$ cat config.mk
export PLATFORM = sky130hd
export DESIGN_NAME = mos6502_fetch_unit
export DESIGN_NICKNAME = d
export VERILOG_FILES = /design/src/rtl/mos6502_fetch_unit.sv
export SDC_FILE = /design/constraint.sdc
export NUM_CORES = 1
export LEC_CHECK = 0
export ABC_AREA = 1
export CAP_MARGIN = 40
export CORE_AREA = 3 3 88 98
export DETAILED_ROUTE_END_ITERATION = 8
export DIE_AREA = 0 0 91 101
export PLACE_DENSITY = 0.71
export SLEW_MARGIN = 0
export SYNTH_ARGS = -nofsm -noshare
export SYNTH_HDL_FRONTEND = slang
export SYNTH_SLANG_ARGS = --single-unit
$ cat constraint.sdc
create_clock -name clk -period 2 [get_ports clk]
set_clock_uncertainty 0.05 [all_clocks]
set_input_delay 0.4 -clock clk [delete_from_list [all_inputs] [get_ports clk]]
set_output_delay 0.4 -clock clk [all_outputs]
set_load 0.1 [all_outputs]
$ cat src/rtl/mos6502_fetch_unit.sv
// 6502 instruction fetch: reads opcode plus 0-2 operand bytes, presents them via valid/ready.
// Define MOS6502_FETCH_PERF_EN to add the instr_count / stall_count counters.
module mos6502_fetch_unit #(
    parameter logic [15:0] RESET_PC   = 16'h0000,
    parameter logic [7:0]  NOP_OPCODE = 8'hEA
) (
    input  logic        clk,
    input  logic        rst,
    output logic        mem_req,
    output logic [15:0] mem_addr,
    input  logic [7:0]  mem_rdata,
    input  logic        mem_ack,
    output logic [7:0]  instruction_bus,
    output logic [7:0]  operand_lo,
    output logic [7:0]  operand_hi,
    output logic [1:0]  instr_len,
    output logic [15:0] instr_pc,
    output logic        instr_valid,
    input  logic        instr_ready,
`ifdef MOS6502_FETCH_PERF_EN
    output logic [15:0] instr_count,
    output logic [15:0] stall_count,
`endif
    input  logic        pc_load,
    input  logic [15:0] pc_load_addr
);

    typedef enum logic [1:0] {
        FETCH_OP,
        FETCH_LO,
        FETCH_HI,
        PRESENT
    } state_t;

    state_t      state_q;
    logic [15:0] pc_q;
    logic        mem_req_q;
    logic [7:0]  opcode_q;
    logic [7:0]  bus_q;
    logic [7:0]  lo_q;
    logic [7:0]  hi_q;
    logic [1:0]  len_q;
    logic [15:0] ipc_q;
    logic        valid_q;

    logic        xfer;
    logic        hs;
    logic [1:0]  len_d;
    logic [3:0]  nib;

    assign xfer = mem_req_q & mem_ack;
    assign hs   = valid_q & instr_ready;
    assign nib  = mem_rdata[3:0];

    always_comb begin
        len_d = 2'd2;
        unique case (1'b1)
            (nib == 4'h8) || (nib == 4'hA) || (nib == 4'hB) ||
            (mem_rdata == 8'h00) || (mem_rdata == 8'h40) ||
            (mem_rdata == 8'h60):
                len_d = 2'd1;
            (mem_rdata == 8'h20) || (nib[3:2] == 2'b11) ||
            ((nib == 4'h9) && mem_rdata[4]):
                len_d = 2'd3;
            default:
                len_d = 2'd2;
        endcase
    end

    always_ff @(posedge clk) begin
        if (rst) begin
            state_q   <= FETCH_OP;
            pc_q      <= RESET_PC;
            mem_req_q <= 1'b0;
            opcode_q  <= NOP_OPCODE;
            bus_q     <= NOP_OPCODE;
            lo_q      <= 8'h00;
            hi_q      <= 8'h00;
            len_q     <= 2'd1;
            ipc_q     <= RESET_PC;
            valid_q   <= 1'b0;
        end else if (pc_load) begin
            // Redirect wins; any byte arriving this cycle is dropped.
            state_q   <= FETCH_OP;
            pc_q      <= pc_load_addr;
            mem_req_q <= 1'b0;
            valid_q   <= 1'b0;
            bus_q     <= NOP_OPCODE;
        end else begin
            case (state_q)
                FETCH_OP: begin
                    if (!mem_req_q) begin
                        mem_req_q <= 1'b1;
                    end else if (xfer) begin
                        opcode_q <= mem_rdata;
                        ipc_q    <= pc_q;
                        lo_q     <= 8'h00;
                        hi_q     <= 8'h00;
                        len_q    <= len_d;
                        pc_q     <= pc_q + 16'd1;
                        if (len_d == 2'd1) begin
                            state_q   <= PRESENT;
                            mem_req_q <= 1'b0;
                            valid_q   <= 1'b1;
                            bus_q     <= mem_rdata;
                        end else begin
                            state_q <= FETCH_LO;
                        end
                    end
                end
                FETCH_LO: begin
                    if (xfer) begin
                        lo_q <= mem_rdata;
                        pc_q <= pc_q + 16'd1;
                        if (len_q == 2'd2) begin
                            state_q   <= PRESENT;
                            mem_req_q <= 1'b0;
                            valid_q   <= 1'b1;
                            bus_q     <= opcode_q;
                        end else begin
                            state_q <= FETCH_HI;
                        end
                    end
                end
                FETCH_HI: begin
                    if (xfer) begin
                        hi_q      <= mem_rdata;
                        pc_q      <= pc_q + 16'd1;
                        state_q   <= PRESENT;
                        mem_req_q <= 1'b0;
                        valid_q   <= 1'b1;
                        bus_q     <= opcode_q;
                    end
                end
                PRESENT: begin
                    if (hs) begin
                        state_q   <= FETCH_OP;
                        mem_req_q <= 1'b1;
                        valid_q   <= 1'b0;
                        bus_q     <= NOP_OPCODE;
                    end
                end
                default: state_q <= FETCH_OP;
            endcase
        end
    end

`ifdef MOS6502_FETCH_PERF_EN
    logic [15:0] icnt_q;
    logic [15:0] scnt_q;

    always_ff @(posedge clk) begin
        if (rst) begin
            icnt_q <= 16'h0000;
            scnt_q <= 16'h0000;
        end else begin
            if (hs) icnt_q <= icnt_q + 16'd1;
            if (mem_req_q && !mem_ack) scnt_q <= scnt_q + 16'd1;
        end
    end

    assign instr_count = icnt_q;
    assign stall_count = scnt_q;
`endif

    assign mem_req         = mem_req_q;
    assign mem_addr        = pc_q;
    assign instruction_bus = bus_q;
    assign operand_lo      = lo_q;
    assign operand_hi      = hi_q;
    assign instr_len       = len_q;
    assign instr_pc        = ipc_q;
    assign instr_valid     = valid_q;

endmodule
* Word-level counts from Yosys, hierarchy flattened
Cells that the tools add are included.
** Storage, ports and cells
- Word-level logic and storage cells :: 99
- Register bits after elaboration :: 70
- Bits of input ports :: 29
- Output and inout port bits :: 60
** Cells by class
- Eq/ne operators :: 21
- Reductions and logical operators :: 22
- Muxes and demuxes :: 42
- Add/sub/neg operators :: 1
- Bitwise gates (word level) :: 3
** Operator list (number)
- $mux 8 :: 10
- $mux 16 :: 3
- $pmux 16 s2 :: 1
- $pmux 8 s2 :: 2
- $pmux 8 s4 :: 1
- $add 16x1->16 const B :: 1
- $eq 4x4->1 const B :: 4
- $eq 8x7->1 const B :: 2
- $mux 1 :: 15
- $reduce_and 5->1 :: 3
- $ne 2x2->1 const B :: 7
- $mux 2 :: 6
- $eq 2x2->1 const B :: 4
- $eq 8x6->1 const B :: 1
- $logic_not 8->1 :: 1
- $pmux 1 s4 :: 2
- $pmux 2 s4 :: 1
- $reduce_and 4->1 :: 2
- $logic_or 1x1->1 :: 7
- $reduce_and 7->1 :: 1
- $eq 2x1->1 const B :: 2
- $pmux 2 s2 :: 1
- $reduce_bool 2->1 :: 2
- $reduce_or 2->1 :: 2
- 7 further kinds :: 8

* Depth between registers and ports, before layout
Gate-level depths: netlist of the first run.
- Depth in word-level cells :: 12
- Mapped depth :: 10

* Least setup slack after synthesis of the first run
No wires, ideal clock.
- Path type :: register -> register
- Start :: register pc_q[1], in the netlist mem_addr[1]
- End :: register pc_q[10], in the netlist mem_addr[10]
- Cell stages (with the launch flop) :: 9
- Data required time :: 1818 ps
- Clock period less this slack :: 2189 ps
- Data arrival time :: 2006 ps
- Slack :: -189 ps
- Cell sequence :: dfxtp_1 -> ha_1 -> nand3_1 -> inv_1 -> nand2_1 -> nor2_1 -> nand2_1 -> nand3_1 -> a21oi_1
** Between the ends
- Word-level cells in the longest chain between the ends :: 5
** RTL lines
- from (decl) :: line 36 : logic [15:0] pc_q;
- from (signal assigned) :: line 85 : pc_q <= pc_load_addr;
- from (signal assigned) :: line 100 : pc_q <= pc_q + 16'd1;
- from (signal assigned) :: line 114 : pc_q <= pc_q + 16'd1;
- $add 16x1->16 * :: line 100, 114, 128
- $mux 16 * :: line 94, 112, 126
- $mux 16 :: line 92 : if (!mem_req_q) begin
- $pmux 16 s2 * :: line 90 : case (state_q)
- $mux 16 * :: line 82 : end else if (pc_load) begin
Mark *: on every way between the ends. The rest lies on a longest branch, timed or not. The select of a mux whose other input is x is not followed.
A chain may end at the register's enable or synchronous reset.

* Worst setup path after layout of the first run
- Start :: register state_q[1]
- End :: register mem_req_q, in the netlist mem_req
** Between the ends
- Word-level cells in the longest chain between the ends :: 3
** RTL lines
- from (decl) :: line 35 : state_t state_q;
- from (signal assigned) :: line 72 : state_q <= FETCH_OP;
- from (signal assigned) :: line 84 : state_q <= FETCH_OP;
- from (signal assigned) :: line 102 : state_q <= PRESENT;
- $eq 2x1->1 / $eq 2x2->1 (equally long branches) :: line 90
- $ne 2x2->1 (no source line)
- $reduce_and 4->1 (no source line)
- to (signal assigned) :: line 86 : mem_req_q <= 1'b0;
- to (signal assigned) :: line 93 : mem_req_q <= 1'b1;
- to (signal assigned) :: line 103 : mem_req_q <= 1'b0;
- to (decl) :: line 37 : logic mem_req_q;
Parallel ways exist; a longest one is shown, timed or not.

==> results of run 1 <==
[worst paths after layout]
path / start / end / slack (ps) / cells after the start
max: state_q[1] / mem_req / 170 / 8
max reg2reg: state_q[1] / mem_req / 170 / 8
min: instruction_bus[7] / instruction_bus[7] / 410 / 2
min reg2reg: instruction_bus[7] / instruction_bus[7] / 410 / 2
[cells by family after synthesis]
group	share of synthesized area, %
AO/OA/AOI/OAI	18.6
XOR/XNOR	1.33
adder cells (fa/ha/maj)	1.90
buffers and inverters	9.68
flip-flops	42.5
AND/OR/NAND/NOR	26.0
[tightest hold or removal path: cells and delay by family (launching register included)]
family | cells | cell delay, ps
DFF | 1 | 330
and+or+nand+nor | 2 | 100
[Yosys cell counts]
cell type                  count
sky130_fd_sc_hd__xor2_1        3
sky130_fd_sc_hd__xnor2_1       2
sky130_fd_sc_hd__ha_1          5
sky130_fd_sc_hd__o21ai_0      22
sky130_fd_sc_hd__inv_2         2
sky130_fd_sc_hd__nor3_4        1
sky130_fd_sc_hd__nand2_1      97
sky130_fd_sc_hd__nand4_1      15
sky130_fd_sc_hd__buf_4         3
sky130_fd_sc_hd__o21ai_1      17
sky130_fd_sc_hd__a22oi_1      10
sky130_fd_sc_hd__o211ai_1      7
sky130_fd_sc_hd__o211ai_2      1
sky130_fd_sc_hd__a21oi_1      50
sky130_fd_sc_hd__nor2_2        3
sky130_fd_sc_hd__buf_6         2
sky130_fd_sc_hd__nand3_1      38
sky130_fd_sc_hd__inv_1        52
sky130_fd_sc_hd__a211oi_1      1
sky130_fd_sc_hd__buf_2         9
sky130_fd_sc_hd__nor2_1       44
sky130_fd_sc_hd__nand3_2       1
sky130_fd_sc_hd__clkbuf_1      7
sky130_fd_sc_hd__a31oi_1       3
sky130_fd_sc_hd__dfxtp_1      70
[per-layer routing]
metal | share of wire, % | global-route usage, %
met4 | 2.6 | 10.2
met3 | 6.0 | 3.66
met2 | 49 | 37.0
met1 | 42 | 27.1
met5 | 0 | 0
[registers in the layout, summed over array words and instances, names as in the netlist]
name / flops
instruction_bus: 8
state_q: 2
operand_hi: 8
operand_lo: 8
opcode_q: 8
mem_addr: 16
instr_pc: 16
mem_req: 1
instr_valid: 1
instr_len: 2
[power groups by stage]
stage                     Clock [mW]  Sequential [mW]  Combinational, mW
after CTS                       1.27             1.50              0.761
after global placement             0             1.53              0.751
after global routing            1.34             1.51              0.810
final                           1.25             1.50              0.761
after detailed placement           0             1.53              0.757
after floorplan                    0             1.79              0.206
[through the flow]
stage | cell area (um^2) | hold WS [ps] | TNS (ps) | worst slack [ps]
3_5_place_dp | 4540 | 395 | -2070 | -282
4_1_cts | 4750 | 414 | 0 | 72.3
3_3_place_gp | 4540 | 398 | -1340 | -258
5_1_grt | 4760 | 432 | 0 | 17.5
2_1_floorplan | 3300 | 396 | -30.1 | -30.1
6_report | 4760 | 410 | 0 | 172
[final cells by class]
cell class | count | area, um^2 | area share [%]
Multi-Input combinational cell | 320 | 1580 | 33.3
Sequential cell | 70 | 1410 | 29.5
Timing Repair Buffer | 126 | 1220 | 25.6
Inverter | 54 | 203 | 4.26
Tap cell | 108 | 135 | 2.84
Clock buffer | 11 | 131 | 2.76
Clock inverter | 5 | 83.8 | 1.76
[what timing repair did]
action                                  4_1_cts  5_1_grt
endpoints found under the setup margin       12       10
gates cloned                                  0        0
gates resized for setup                       1        1
==> Flow_metrics.wiki, run 1 <==
{| class="wikitable"
! Metric !! Value
|-
| Final design utilization || just over 60%
|-
| Switching share of total power || 31.5%
|-
| Initial cell density of the core || roughly 42%
|-
| Minimum period implied by the final worst setup slack || 1830 ps
|-
| Clock buffer count from CTS || 9
|-
| Critical-path top delay cell || sky130_fd_sc_hd__dfxtp_1
|-
| Switching pwr || about 1.1 mW
|-
| Post-Syn Area || 0.00330 mm^2
|-
| DR DRC count || 0
|-
| Number of clock sinks || 70
|-
| Clock share of power || 35.7%
|-
| Count of different cell masters after synthesis || 25
|-
| Number of cells in the finished layout apart from fillers || 694
|-
| Commonest cells after routing, fill and taps aside || sky130_fd_sc_hd__nand2_1 (97), sky130_fd_sc_hd__buf_4 (82), sky130_fd_sc_hd__dfxtp_1 (67)
|-
| Worst min path class || reg2reg
|-
| Cells after Synth || between 400 and 500
|-
| Run status || completed
|-
| Root buffer selected by CTS || sky130_fd_sc_hd__clkbuf_8
|-
| Per-cell via count in the routed design || 5.10
|-
| Dominant cell type by area after synthesis || sky130_fd_sc_hd__dfxtp_1
|-
| Cell types occupying the most area after synthesis || sky130_fd_sc_hd__dfxtp_1 (43%), sky130_fd_sc_hd__nand2_1 (11%), sky130_fd_sc_hd__a21oi_1 (7.6%), sky130_fd_sc_hd__inv_1 (5.9%), sky130_fd_sc_hd__nand3_1 (5.8%)
|-
| Lkg Pwr || ~2.1 nW
|-
| CP cell instances || buf_4 > ha_1 > o21ai_1 > nand2_1 > nor2_2 > nand3_2 > o21ai_0 > inv_1
|-
| Sum of buffers and inverters on the critical path || 2
|-
| IO Port Bufs || 88
|-
| Clock latency on the worst-skew pair || roughly 350 ps
|-
| Combinational group share of total power || between 20% and 30%
|-
| Final global-route overflow total || 0
|-
| GPL Wtd Cong || 0.873
|-
| Number of core rows || 34
|-
| Cell total after placement || 678
|-
| Final hold violations || 0
|-
| IR drop worst, VDD || 0.385 mV
|-
| Category of the critical setup timing path || reg2reg
|-
| Endpoint required time on the critical path || approximately 2200 ps
|-
| Highest clock frequency the design can meet || 547 MHz
|-
| Antenna viol nets, final || 0
|-
| Fraction of final layout cells with drive strength greater than 1 || 21.2%
|-
| Critical path startpoint category || flip-flop
|-
| Diode count || 0
|-
| Worst-case headroom to the max-slew limit || 76.9%
|-
| GRT Resource Usage Total || approximately 22%
|-
| DR WL/cell || 13.8 um
|-
| Share of the synthesized area in the top cell type || 42.5%
|-
| Number of optimization iterations in the first detailed-route pass || 5
|-
| Number of max-cap violations || 0
|-
| Fill cell instance count of the final layout || roughly 730
|-
| Post-synth net total || 499
|-
| I/O pin total || 89
|-
| H-Tree Level Count || 3
|-
| Vertical die dimension || 101 um
|-
| Die Width || 91 um
|-
| Most common cell after layout, fill and taps aside || sky130_fd_sc_hd__nand2_1
|-
| Final critical-path share of the clock period || 91.4%
|-
| Core box area || 0.00783 mm^2
|-
| Actual transition at the worst max-transition pin || roughly 350 ps
|-
| PD cells || ~740 mW/mm^2
|-
| TritonCTS clock tree || yes
|-
| Final Slew Violations || 0
|-
| First-pass GRT wire length || approximately 16000 um
|-
| Detailed router's first-iteration violation count || 162
|-
| Worst path arrival time || 2020 ps
|-
| Area added between synthesis and finish || 44.3%
|-
| Design internal power || 2.40 mW
|-
| Number of buffers on the longest clock path || 2
|-
| Sequential area share after synthesis || 42.5%
|-
| Count of buffers added by post-CTS timing repair for setup || 0
|-
| Nets || 615
|-
| RSZ-0062 raised after global routing || no
|-
| Seq cells post-synth || 70
|-
| Cell family with most CP delay || compound AO/OA/AOI/OAI gates
|-
| Sum of routed wire length over all layers || 9590 um
|-
| CTS hold repair buffers || 0
|-
| Maximum number of pins on one net before global-route repair || 29
|-
| Hpwl dp || about 7200 um
|-
| Maximum single-stage delay on the critical path || between 300 and 400 ps
|-
| Vias in the first global route || around 3400
|-
| Post-Syn Area per Cell || 7.09 um^2
|-
| Final-report setup violation count || 0
|-
| Vias || 3537
|-
| Clock transition at path regs || 70 ps
|-
| Kind of capture point of the worst setup path || flip-flop
|-
| DIE AREA || 0.00919 mm^2
|-
| Power, Total || around 3.5 mW
|-
| Portion of total power attributed to sequential cells || 42.7%
|-
| Initial antenna violation count || 0
|-
| Largest fanout on the critical path || 10
|-
| Total number of yosys warnings || 0
|}
Power figures use the tool's default switching activity.
==> run 2: changes to the inputs <==
ABC_CLOCK_PERIOD_IN_PS = 2000   (was unset)
DONT_BUFFER_PORTS = 1   (was unset)
PLACE_DENSITY = unset   (was 0.71)
==> run 2 against run 1 <==
Against the previous run: fmax increased by 2.4%; setup slack improved by 43 ps; largest power group unchanged; core utilization decreased by 8.7 points; cell count decreased by 7.3%.
==> Flow_metrics.wiki, run 2 (synthesized netlist as in run 1, its figures left out) <==
{| class="wikitable"
! Metric !! Value
|-
| DIE AREA || 0.00919 mm^2
|-
| Number of clock sinks || 70
|-
| Number of cells in the finished layout apart from fillers || 643
|-
| Nets || 564
|-
| GRT Resource Usage Total || 21.1%
|-
| Fill cell instance count of the final layout || 830
|-
| Kind of capture point of the worst setup path || flip-flop
|-
| Die Width || 91 um
|-
| TritonCTS clock tree || yes
|-
| DR DRC count || 0
|-
| Largest fanout on the critical path || 9
|-
| Cell family with most CP delay || simple AND/OR/NAND/NOR gates
|-
| Register-to-Register Path Depth || 9
|-
| Worst path arrival time || 2010 ps
|-
| GPL Wtd Cong || 0.840
|-
| RSZ-0062 raised after global routing || no
|-
| CTS hold repair buffers || 0
|-
| PD cells || 792 mW/mm^2
|-
| Cell total after placement || around 630
|-
| Final-layout worst hold slack || 60.8 ps
|-
| Clock transition at path regs || 70 ps
|-
| Actual transition at the worst max-transition pin || approximately 450 ps
|-
| Number of core rows || 34
|-
| Fraction of final layout cells with drive strength greater than 1 || 18.9%
|-
| Most common cell after layout, fill and taps aside || sky130_fd_sc_hd__nand2_1
|-
| Final global-route overflow total || 0
|-
| Post-place setup slack || ~230 ps
|-
| Critical path startpoint category || flip-flop
|-
| Worst-case headroom to the max-slew limit || about 70%
|-
| Per-cell via count in the routed design || just over 5
|-
| Category of the critical setup timing path || reg2reg
|-
| Number of buffers on the longest clock path || 2
|-
| Maximum single-stage delay on the critical path || ~340 ps
|-
| Antenna viol nets, final || 0
|-
| H-Tree Level Count || 3
|-
| Vertical die dimension || 101 um
|-
| Number of optimization iterations in the first detailed-route pass || 4
|-
| Initial cell density of the core || 42.1%
|-
| Hpwl dp || 6960 um
|-
| Final-report setup violation count || 0
|-
| CP cell instances || inv_1 > ha_1 > nor2_1 > inv_1 > nand2_1 > nor2_1 > buf_4 > nand3_1 > a31oi_1
|-
| Sequential cell area in the final layout || 0.00141 mm^2
|-
| Final critical-path setup slack || 215 ps
|-
| Multi-input combinational cell area || between 0.0015 and 0.002 mm^2
|-
| Diode count || 0
|-
| DR WL/cell || about 15 um
|-
| Area added between synthesis and finish || 23.6%
|-
| Root buffer selected by CTS || sky130_fd_sc_hd__clkbuf_8
|-
| Vias || around 3300
|-
| Critical-path top delay cell || sky130_fd_sc_hd__dfxtp_1
|-
| First-pass GRT wire length || 15600 um
|-
| I/O pin total || 89
|-
| Run status || completed
|-
| Minimum period implied by the final worst setup slack || 1780 ps
|-
| Number of cells on the critical path || 9
|-
| Highest clock frequency the design can meet || 560 MHz
|-
| Final critical-path share of the clock period || 89.2%
|-
| Core box area || 0.00783 mm^2
|-
| Commonest cells after routing, fill and taps aside || sky130_fd_sc_hd__nand2_1 (97), sky130_fd_sc_hd__buf_4 (75), sky130_fd_sc_hd__dfxtp_1 (67)
|-
| Vias in the first global route || 3172
|-
| Final Slew Violations || 0
|-
| Number of max-cap violations || 0
|-
| Worst Hold Depth || 1
|-
| Lkg Pwr || 1.80 nW
|-
| Clock buffer count from CTS || 9
|-
| Initial antenna violation count || 0
|-
| Endpoint required time on the critical path || 2230 ps
|-
| Power, Total || around 3.2 mW
|-
| Maximum number of pins on one net before global-route repair || 31
|-
| IR drop worst, VDD || slightly above 0.3 mV
|-
| Sum of routed wire length over all layers || 9460 um
|-
| Sum of buffers and inverters on the critical path || 3
|-
| Clock latency on the worst-skew pair || 350 ps
|-
| IO Port Bufs || 0
|-
| Final hold violations || 0
|-
| Worst min path class || in2reg
|-
| Detailed router's first-iteration violation count || 187
|}
==> run 2: layer usage <==
metal	wire (um)	up-vias	global-route usage, %
li1	-	1671	-
met1	3900	1478	25.8
met2	4690	129	36.2
met3	722	11	4.56
met4	144	0	8.12
met5	0	-	0
==> run 2: repair_timing <==
action                     in CTS  in global routing
setup endpoints to repair       0                  2
gates resized for setup         0                  1
setup buffers                   0                  0
==> run 2: worst register-to-register path: cells and delay by family, from the launching register on <==
family / cells / cell delay, ps
adders and majority gates: 1 / 330
and+or+nand+nor: 4 / 460
buffers and inverters: 3 / 350
AOI/OAI and AO/OA: 1 / 170
DFF: 1 / 340
==> run 2: path summary, 6_finish.rpt <==
check / start / end / slack [ps]
max: state_q[1] / mem_addr[3] / 220
max reg2reg: state_q[1] / mem_addr[3] / 220
min reg2reg: operand_lo[7] / operand_lo[7] / 410
min: rst / mem_addr[0] / 60
==> run 2: area by class of cell <==
cell class                      count  area share, %
Multi-Input combinational cell    320           38.7
Sequential cell                    70           34.5
Timing Repair Buffer               75           13.8
Inverter                           54           4.98
Tap cell                          108           3.32
Clock buffer                       11           3.22
Clock inverter                      5           1.47
==> run 2: power by group <==
group | internal, mW | switching, mW
Sequential | 1.44 | 0.0383
Clock | 0.579 | 0.560
Combinational | 0.140 | 0.468
Total | 2.16 | 1.07
==> run 2: metrics by stage <==
step / cell area [um^2] / util (%) / setup TNS (ps)
finish: 4070 / 52.0 / 0
global route: 4070 / 52.0 / 0
CTS: 4070 / 52.0 / 0
detailed placement: 3880 / 49.6 / 0
global placement: 3880 / 49.6 / 0
floorplan: 3300 / - / -30.1
==> run 3: changes to the inputs <==
CORE_AREA = 3 3 78 88   (was 3 3 88 98)
DIE_AREA = 0 0 81 91   (was 0 0 91 101)
PLACE_DENSITY = 0.69   (was unset)
==> run 3 against run 2 <==
Against the previous run: combinational power up 1%; register-to-register slack worse by 30 ps; sequential cell count unchanged; critical path type unchanged; total power down 5.5%.
==> Flow_metrics.wiki, run 3 (synthesized netlist as in run 1, its figures left out) <==
{| class="wikitable"
! Metric !! Value
|-
| Run status || completed
|-
| Highest clock frequency the design can meet || around 550 MHz
|-
| Final global-route overflow total || 0
|-
| Post-place setup slack || -62.1 ps
|-
| Actual transition at the worst max-transition pin || 362 ps
|-
| Diode count || 0
|-
| Cell family with most CP delay || buffers and inverters
|-
| Final hold violations || 0
|-
| Clock share of power || 31.3%
|-
| Design internal power || 2.02 mW
|-
| CTS hold repair buffers || 0
|-
| Hpwl dp || between 6000 and 7000 um
|-
| Worst path arrival time || 2040 ps
|-
| Commonest cells after routing, fill and taps aside || sky130_fd_sc_hd__nand2_1 (97), sky130_fd_sc_hd__buf_4 (76), sky130_fd_sc_hd__dfxtp_1 (67)
|-
| Crit path capture || state_q[0]
|-
| Fraction of final layout cells with drive strength greater than 1 || just under 20%
|-
| Vias in the first global route || approximately 3200
|-
| Maximum single-stage delay on the critical path || 370 ps
|-
| Final design utilization || about 66%
|-
| Cell total after placement || 600
|-
| Category of the critical setup timing path || reg2reg
|-
| Worst min path class || in2reg
|-
| I/O pin total || 89
|-
| Sum of buffers and inverters on the critical path || 4
|-
| Number of max-cap violations || 0
|-
| GRT Resource Usage Total || 25.9%
|-
| Endpoint required time on the critical path || 2230 ps
|-
| Nets || 565
|-
| First-pass GRT wire length || 15200 um
|-
| H-Tree Level Count || 3
|-
| Count of buffers added by post-CTS timing repair for setup || 0
|-
| Per-cell via count in the routed design || 5.48
|-
| DR DRC count || 0
|-
| Worst R2R End || state_q[0]
|-
| IO Port Bufs || 0
|-
| Final critical-path setup slack || 184 ps
|-
| Detailed router's first-iteration violation count || between 200 and 250
|-
| Antenna viol nets, final || 0
|-
| Area added between synthesis and finish || 22.4%
|-
| Launching point of the worst reg2reg path || state_q[1]
|-
| Start point of the critical path || state_q[1]
|-
| IR drop worst, VDD || 0.512 mV
|-
| Number of clock sinks || 70
|-
| Kind of capture point of the worst setup path || flip-flop
|-
| Largest fanout on the critical path || 13
|-
| Vias || between 3000 and 4000
|-
| Number of buffers on the longest clock path || 2
|-
| DR WL/cell || 15.0 um
|-
| Final critical-path share of the clock period || 90.8%
|-
| Portion of total power attributed to sequential cells || roughly half
|-
| Sum of routed wire length over all layers || 9240 um
|-
| Initial antenna violation count || 0
|-
| Clock transition at path regs || 70 ps
|-
| TritonCTS clock tree || yes
|-
| Minimum period implied by the final worst setup slack || 1820 ps
|-
| Most common cell after layout, fill and taps aside || sky130_fd_sc_hd__nand2_1
|-
| Lkg Pwr || 1.80 nW
|-
| Number of cells in the finished layout apart from fillers || 615
|-
| Vertical die dimension || ~91 um
|-
| Root buffer selected by CTS || sky130_fd_sc_hd__clkbuf_8
|-
| CP cell instances || inv_1 > ha_1 > buf_4 > inv_2 > nor2_1 > nor2_2 > buf_4 > o21ai_0 > a21oi_1
|-
| Die Width || about 80 um
|-
| Maximum number of pins on one net before global-route repair || 31
|-
| Number of optimization iterations in the first detailed-route pass || 4
|-
| Number of core rows || 30
|-
| PD cells || ~760 mW/mm^2
|-
| RSZ-0062 raised after global routing || no
|-
| Combinational group share of total power || 20.2%
|-
| Final-report setup violation count || 0
|-
| Core box area || 0.00608 mm^2
|-
| Clock latency on the worst-skew pair || 350 ps
|-
| Switching share of total power || 33.8%
|-
| Worst-case headroom to the max-slew limit || between 70% and 80%
|-
| Slack of the worst reg-to-reg path || 180 ps
|-
| Fill cell instance count of the final layout || 553
|-
| Final Slew Violations || 0
|-
| Clock buffer count from CTS || 9
|-
| Critical-path top delay cell || sky130_fd_sc_hd__dfxtp_1
|-
| Initial cell density of the core || between 50% and 60%
|-
| Register-to-Register Path Depth || 9
|-
| Number of cells on the critical path || 9
|-
| Switching pwr || 1.03 mW
|-
| GPL Wtd Cong || 0.935
|-
| DIE AREA || 0.00737 mm^2
|-
| Cell seen most often among critical-path stages || sky130_fd_sc_hd__buf_4
|-
| Critical path startpoint category || flip-flop
|}
[run 3: timing repair]
action / in CTS / in global routing
resized for setup: 1 / 5
pin swaps: 0 / 0
setup endpoints to repair: 4 / 15
[run 3: layout make-up]
class	instances	area, um^2	area share (%)
multi-input cells	320	1600	39.7
clock inverters	5	27.5	0.682
repair buffers	76	571	14.1
flip-flops and latches	70	1410	34.8
well taps	80	100	2.48
clock buffers	10	128	3.16
inverters	54	203	5.02
[run 3: through the flow]
stage / TNS, ps / power (mW) / hold WS [ps] / instance area [um^2]
4_1_cts: 0 / 3.05 / 55.5 / 4010
2_1_floorplan: -30.1 / 2.00 / 396 / 3300
6_report: 0 / 3.05 / 62.9 / 4040
3_5_place_dp: -131 / 2.12 / 403 / 3850
3_3_place_gp: -27.1 / 2.11 / 397 / 3850
5_1_grt: 0 / 3.17 / 53.1 / 4040
[run 3: how the worst min path moves through the flow]
stage / slack [ps] / startpoint / cells after the start / endpoint
2_1_floorplan: 400 / opcode_q[7] / 2 / opcode_q[7]
3_3_place_gp: 400 / operand_lo[4] / 2 / operand_lo[4]
6_report: 60 / rst / 1 / mem_addr[0]
4_1_cts: 60 / rst / 1 / mem_addr[0]
5_1_grt: 50 / rst / 1 / mem_addr[0]
3_5_place_dp: 400 / operand_lo[1] / 2 / operand_lo[1]
[run 3: metal layers]
layer / global-route usage (%) / up-vias / wire [um]
met5: 0 / - / 0
met4: 11.8 / 0 / 238
met2: 44.0 / 169 / 4490
met3: 5.16 / 24 / 764
li1: - / 1672 / -
met1: 30.9 / 1506 / 3740
[run 3: power groups by stage]
stage	logic, mW	clock network (mW)	registers, mW
6_report	0.616	0.955	1.48
5_1_grt	0.655	1.03	1.48
4_1_cts	0.610	0.966	1.48
3_5_place_dp	0.607	0	1.51
3_3_place_gp	0.601	0	1.51
2_1_floorplan	0.206	0	1.79
